File: src/rtl/local_pattern_predictor.sv
// local_pattern_predictor: history-indexed saturating-counter pattern table with self-clearing init
module local_pattern_predictor #(
    parameter int hist_width_p = 10,
    parameter int ctr_width_p  = 2,
    parameter int init_ctr_p   = 1
) (
    input  logic                    clk_i,
    input  logic                    reset_i,
    output logic                    init_done_o,
    input  logic                    r_v_i,
    input  logic [hist_width_p-1:0] r_hist_i,
    output logic                    predict_v_o,
    output logic                    predict_taken_o,
    output logic [ctr_width_p-1:0]  predict_ctr_o,
    input  logic                    w_v_i,
    input  logic [hist_width_p-1:0] w_hist_i,
    input  logic                    w_taken_i
);
    localparam int entries_lp = 2 ** hist_width_p;
    localparam logic [ctr_width_p-1:0] ctr_max_lp = {ctr_width_p{1'b1}};

    typedef enum logic {INIT, READY} state_e;

    state_e                  state_q, state_d;
    logic [hist_width_p-1:0] init_idx_q;
    logic [ctr_width_p-1:0]  mem [entries_lp];
    logic [ctr_width_p-1:0]  w_cur, w_next, r_ctr, wr_data;
    logic [hist_width_p-1:0] wr_addr;
    logic                    wr_en, rd_en, upd_en;

    // state register; reset always restarts the clear sequence
    always_ff @(posedge clk_i or negedge reset_i)
        if (!reset_i) state_q <= INIT;
        else          state_q <= state_d;

    // leave INIT on the edge that writes the last entry
    always_comb
        state_d = (state_q == INIT && init_idx_q == {hist_width_p{1'b1}}) ? READY : state_q;

    // control outputs: requests only count once the table is cleared
    always_comb begin
        init_done_o = state_q == READY;
        upd_en      = init_done_o && w_v_i;
        rd_en       = init_done_o && r_v_i;
        wr_en       = (state_q == INIT) || upd_en;
        wr_addr     = init_done_o ? w_hist_i : init_idx_q;
        wr_data     = init_done_o ? w_next : ctr_width_p'(init_ctr_p);
    end

    // clear-sequence pointer
    always_ff @(posedge clk_i or negedge reset_i)
        if (!reset_i) init_idx_q <= '0;
        else          init_idx_q <= (state_q == INIT) ? init_idx_q + hist_width_p'(1) : init_idx_q;

    // saturating update value and write-first read bypass
    always_comb begin
        w_cur  = mem[w_hist_i];
        w_next = w_taken_i ? ((w_cur == ctr_max_lp) ? w_cur : w_cur + 1'b1)
                           : ((w_cur == '0) ? w_cur : w_cur - 1'b1);
        r_ctr  = (upd_en && w_hist_i == r_hist_i) ? w_next : mem[r_hist_i];
    end

    // counter array, no reset: cleared by the init sequence
    always_ff @(posedge clk_i)
        if (wr_en) mem[wr_addr] <= wr_data;

    // registered prediction; counter holds when no read is accepted
    always_ff @(posedge clk_i or negedge reset_i)
        if (!reset_i) begin
            predict_v_o   <= 1'b0;
            predict_ctr_o <= '0;
        end else begin
            predict_v_o <= rd_en;
            if (rd_en) predict_ctr_o <= r_ctr;
        end

    assign predict_taken_o = predict_ctr_o[ctr_width_p-1];
endmodule

File: config.mk
export PLATFORM = sky130hd
export DESIGN_NAME = local_pattern_predictor
export DESIGN_NICKNAME = d
export VERILOG_FILES = /design/src/rtl/local_pattern_predictor.sv
export SDC_FILE = /design/constraint.sdc
export NUM_CORES = 2
export LEC_CHECK = 0
export BUFFER_PORTS_ARGS = -buffer_cell sky130_fd_sc_hd__buf_4
export CORE_MARGIN = 3
export CORE_UTILIZATION = 45
export CTS_CLUSTER_DIAMETER = 80
export DETAILED_ROUTE_END_ITERATION = 8
export PLACE_DENSITY_LB_ADDON = 0.1
export SLEW_MARGIN = 20
export SYNTH_ARGS = -nofsm -noshare
export SYNTH_HDL_FRONTEND = slang
export SYNTH_SLANG_ARGS = --single-unit
File: constraint.sdc
create_clock -name clk_i -period 31.8 [get_ports clk_i]
set_clock_uncertainty 0.15 [all_clocks]
set_input_delay 1.59 -clock clk_i [delete_from_list [all_inputs] [get_ports clk_i]]
set_output_delay 1.59 -clock clk_i [all_outputs]
set_load 0.01 [all_outputs]
Yosys cells after proc, flatten, opt, wreduce, memory -nomap -nowiden:

Memories as Yosys holds them, arrays and structs flattened. A register that Yosys moved wholly into a read port is not among the register bits.
Cells that the tools add are included.

* register bits: 12
* bits in writable memories: 2048
* input port bits: 25
* output and inout port bits: 5
* word-level logic and storage cells: 23
* memories kept: 1

* $add $sub $neg: 3
* eq/ne operators: 2
* multiplexer cells: 7
* bitwise gates (word level): 1
* reduce and logical (&&, ||, !) cells: 6

Memories
* mem: depth 1024, width 2, rd ports 2, clocked after Yosys merged registers in 1, wr ports 1, line 26 `logic [ctr_width_p-1:0] mem [entries_lp];`

Operator list (count)
* 10-bit by 1-bit adder with 10-bit output (second input constant): 1
* 10-bit equality test (second input constant): 1
* 10-bit two-way mux: 1
* 2-bit two-way mux: 4
* 1-bit logical AND: 3
* 2-bit by 1-bit adder with 2-bit output (second input constant): 1
* 2-bit equality test (second input constant): 1
* 2-bit zero test: 1
* 1-bit two-way mux: 2
* 2-bit by 1-bit subtractor with 2-bit output (second input constant): 1
* 1-bit zero test: 1
* 1-bit logical OR: 1
* 1-bit NOT: 1

Logic depth before layout (Yosys ltp):

An unclocked memory read counts as a cell.

* word-level depth: 5
* depth in mapped cells: 14
* gate-level depth less buffers: 9

Worst setup path before layout:

No wires, ideal clock.

* path type: in2reg
* from: input w_hist_i[2]
* to: memory mem[0][1] (data pin)
* setup time: 5.220 ns
* data arrival time: 28.824 ns
* data required time: 26.430 ns
* path slack: -2.394 ns
* cell stages on the path: 13
* buffers on the path: 4
* cell sequence: buf_4 -> buf_4 -> buf_4 -> clkbuf_1 -> nor2_1 -> nand2_1 -> nand3_1 -> nand2_1 -> o311ai_1 -> nand4_1 -> a31o_2 -> maj3_1 -> nor2b_1

* longest elaborated chain between the ends: 5

RTL lines
* from (decl): line 16 `input logic [hist_width_p-1:0] w_hist_i,`
* memory 1024 x 2 bit (*)
* 2-bit by 1-bit subtractor with 2-bit output, or another cell as far along: line 59 `: ((w_cur == '0) ? w_cur : w_cur - 1'b1);`
* 2-bit two-way mux (on tied branches): line 59, 58
* 2-bit two-way mux (*): line 58 `w_next = w_taken_i ? ((w_cur == ctr_max_lp) ? w_cur : w_cur + 1'b1)`
* 2-bit two-way mux (*): line 47 `wr_data = init_done_o ? w_next : ctr_width_p'(init_ctr_p);`
* net wr_data[1]: line 27 `logic [ctr_width_p-1:0] w_cur, w_next, r_ctr, wr_data;`
* to (decl): line 26

The timed path passes the listed nets; every way through them passes the cells marked *.

Final worst setup path:

* from: input w_hist_i[2]
* to: memory mem[594][0] (data pin)

Same word-level chain as after synthesis.

==> flow_metrics.py <==
metrics = {
    "synth": {
        "yosysWarnings": 0,
        "synth-seq-area-share": 0.620,
        "async_flop_share": 0.00679,
        "synthCells": 5962,
        "synth_edf_count": 2048,
        "netlist_area_um2": 99800,
        "avgSynthCellArea_um2": 16.7,
        "synth-main-ff-cell": "edfxtp_1",
        "ys_seq_elements": 2062,
        "syn_nets": 5988,
        "yosysUniqueCellTypes": 75,
    },
    "worst_setup_path": {
        "crit_slowest_cell": "buf_4",
        "cp_cell_sequence": "buf_8 > buf_4 > buf_4 > buf_4 > mux4_2 > a22oi_1 > a21oi_1 > nor4_1 > o22ai_1 > o22ai_1 > a31o_2 > maj3_2 > nand2b_4 > buf_6 > buf_12 > buf_16",
        "cpPeakStageDelay_ns": 0.87,
        "cp.arrival_ns": 9.80,
        "required_ns": 32.22,
        "path_common_cell": "buf_4",
        "crit_type": "input port to flop",
        "start_kind": "input port",
        "cp_max_fo": 155,
        "r2r_setup_slack_ns": 25.31,
        "cp-end-kind": "flop",
    },
    "pwr": {
        "p_per_area_nw_per_um2": 53.3,
        "total_power_mw": 5.89,
        "p_leak_nw": 32.7,
        "peakVddDrop_mv": 0.0591,
    },
    "clocking": {
        "clk_pin_slew_ns": 0.06,
        "cts_buffers": 220,
        "cts_setup_buffers": 0,
        "cts_resized": 0,
        "clockBufferDepth": 3,
        "cts_max_level": 4,
        "cts_tree": "yes",
        "ctsRootBufferMaster": "clkbuf_16",
        "cts_num_sinks": 2062,
        "hold_buffers": 0,
        "insertion_delay_ns": 0.89,
    },
    "run_status": {
        "outcome": "complete, no violations",
    },
    "die": {
        "num_io_pins": 30,
        "std_cell_rows": 172,
        "start_util": 0.453,
        "chipWidth_um": 477,
        "fp.dieH_um": 477,
        "dieArea_um2": 228000,
        "core_um2": 220000,
    },
    "final_layout": {
        "drive_gt1_frac": 0.276,
        "num-fill-cells": 18200,
        "final_cell_area_um2": 111000,
        "nets": 5841,
        "area_growth_pct": 10.7,
    },
    "drt": {
        "drtAntennaViolNets": 0,
        "dr.pass1.iters": 6,
        "num_vias": 62000,
        "drtIter0Drc": 8929,
        "drc_errors": 0,
        "avgRoutedWirePerCell_um": 38.5,
        "routed_wl_mm": 346,
        "vias_per_cell": 6.90,
    },
    "global_routing": {
        "overflow": 0,
        "grt_max_degree": 239,
        "antenna_found_initial": 21,
        "grt_use_total": 0.301,
        "grt_pass1_wl_mm": 486,
        "grt_pass1_vias": 62100,
    },
    "place": {
        "dp_hpwl_mm": 204,
        "gp_congestion": 0.888,
        "placed_cell_area_um2": 103000,
        "portBuffers": 29,
    },
    "job": {
        "drv_cap": 0,
    },
    "worst_hold_path": {
        "min-delay-path-class": "flop to flop",
    },
    "timing": {
        "tns_ns": 0,
        "min_period_ns": 9.38,
        "rsz0062_at_grt": "false",
        "slew_headroom": 0.158,
        "final_max_slew_viol_count": 0,
        "final-setup-viol-count": 0,
        "fin_crit_sh": 0.295,
        "hold_viol": 0,
        "fmax_ghz": 0.107,
        "worst_slew_pin_slew_ns": 1.26,
    },
}
## stage by stage
step                      hold slack, ns  cells  setup slack, ns   util
after global placement             0.362   8549            21.31  0.467
after floorplan                    0.322   5962            10.38      -
final                              0.382   8977            22.42  0.502
after global routing               0.390   8972            22.00  0.502
after detailed placement           0.366   8549            21.24  0.468
after CTS                          0.365   8966            22.17  0.502
## layout make-up
class                           instances  area, µm²  area share
Clock buffer                          262       5760      0.0521
Clock inverter                        155       1740      0.0157
Antenna cell                            9       22.5    0.000204
Sequential cell                      2062      61900       0.560
Tap cell                             2958       3700      0.0335
Inverter                               13       51.3    0.000464
Timing Repair Buffer                  206       1770      0.0160
Multi-Input combinational cell       3312      35600       0.322
## kinds of logic (layout without fill, tap and decap cells)
family                   Yosys count  after routing  share of synthesized area
multiplexers                    1141           1141                      0.243
flip-flops                      2062           2062                      0.620
other                              0              9                          0
XOR/XNOR                          20             20                    0.00175
AO/OA/AOI/OAI                    616            616                     0.0452
buffers and inverters            588            636                     0.0270
adder cells (fa/ha/maj)            3              3                   0.000338
AND/OR/NAND/NOR                 1532           1532                     0.0632
## report_power, final
group          leakage, nW  switching (mW)  internal, mW
Sequential            19.1               0          2.94
Combinational         10.0           0.190        0.0884
Clock                 3.63            1.14          1.54
## cell usage in the layout, fill, tap and decap left out, drive strengths merged, types with 5 or more instances in the layout
master / netlist / final
nand2b: 20 / 20
nand4: 26 / 26
mux4: 1023 / 1023
buf: 213 / 205
xnor2: 16 / 16
mux2: 21 / 21
nor3: 64 / 64
nor2: 1056 / 1056
a221oi: 75 / 75
clkinv: 2 / 107
nor4: 12 / 12
nand2: 202 / 202
o22a: 5 / 5
dfrtp: 14 / 14
o21ai: 22 / 22
edfxtp: 2048 / 2048
a32oi: 14 / 14
nand3b: 8 / 8
and2: 11 / 11
diode: 0 / 9
or3: 14 / 14
bufinv: 0 / 29
nand3: 65 / 65
a311oi: 9 / 9
mux2i: 97 / 97
a31oi: 22 / 22
o22ai: 64 / 64
inv: 11 / 18
a22o: 71 / 71
or2: 10 / 10
a22oi: 188 / 188
clkbuf: 362 / 263
a21oi: 88 / 88
clkinvlp: 0 / 14
nor2b: 30 / 30
a211oi: 20 / 20
## cells in the mapped netlist, drive strengths merged, types with 3 or more instances
| cell type | n | area, µm² |
|---|---|---|
| a211oi | 20 | 150 |
| a21oi | 88 | 440 |
| a221oi | 75 | 657 |
| a22o | 71 | 622 |
| a22oi | 188 | 1410 |
| a311oi | 9 | 78.8 |
| a31o | 3 | 26.3 |
| a31oi | 22 | 138 |
| a32oi | 14 | 123 |
| and2 | 11 | 68.8 |
| buf | 213 | 1290 |
| clkbuf | 362 | 1360 |
| dfrtp | 14 | 350 |
| edfxtp | 2048 | 61500 |
| inv | 11 | 41.3 |
| mux2 | 21 | 236 |
| mux2i | 97 | 971 |
| mux4 | 1023 | 23100 |
| nand2 | 202 | 758 |
| nand2b | 20 | 125 |
| nand3 | 65 | 325 |
| nand3b | 8 | 60.1 |
| nand4 | 26 | 163 |
| nor2 | 1056 | 3960 |
| nor2b | 30 | 188 |
| nor3 | 64 | 320 |
| nor3b | 3 | 22.5 |
| nor4 | 12 | 75.1 |
| nor4b | 3 | 26.3 |
| o2111ai | 3 | 26.3 |
| o211ai | 4 | 30.0 |
| o21ai | 22 | 110 |
| o22a | 5 | 43.8 |
| o22ai | 64 | 400 |
| o41ai | 3 | 26.3 |
| or2 | 10 | 62.6 |
| or3 | 14 | 87.6 |
| or4 | 3 | 22.5 |
| xnor2 | 16 | 140 |
| xor2 | 4 | 35.0 |
## per-layer routing
layer | routed length [µm] | GRT usage
met5 | 27 | 0
met4 | 15600 | 0.120
met3 | 38400 | 0.0772
met2 | 157000 | 0.453
met1 | 134000 | 0.422
## path summary, 6_finish.rpt
kind	to	start	cells after the start
setup / recovery	mem[594][0]$_DFFE_PP_	w_hist_i[2]	16
hold / removal	init_idx_q[2]$_DFFE_PN0N_	init_idx_q[2]$_DFFE_PN0N_	1
setup reg to reg	mem[146][1]$_DFFE_PP_	mem[801][0]$_DFFE_PP_	12
hold reg to reg	init_idx_q[2]$_DFFE_PN0N_	init_idx_q[2]$_DFFE_PN0N_	1
max in group asynchronous	init_done_o$_DFFE_PN0P_	reset_i	1
min in group asynchronous	predict_ctr_o[1]$_DFFE_PN0P_	reset_i	1
## registers in the layout, indices dropped and copies added, names as in the netlist
name           count
init_done_o        1
mem             2048
predict_v_o        1
init_idx_q        10
predict_ctr_o      2
## worst max-delay path: cells and delay by family
kind / cells / cell delay (ns)
mux: 1 / 0.41
compound gates: 5 / 1.30
buf+inv: 7 / 4.36
fa+ha+maj: 1 / 0.21
simple gates: 2 / 1.36
No activity file was read; power rests on OpenSTA's default activity.
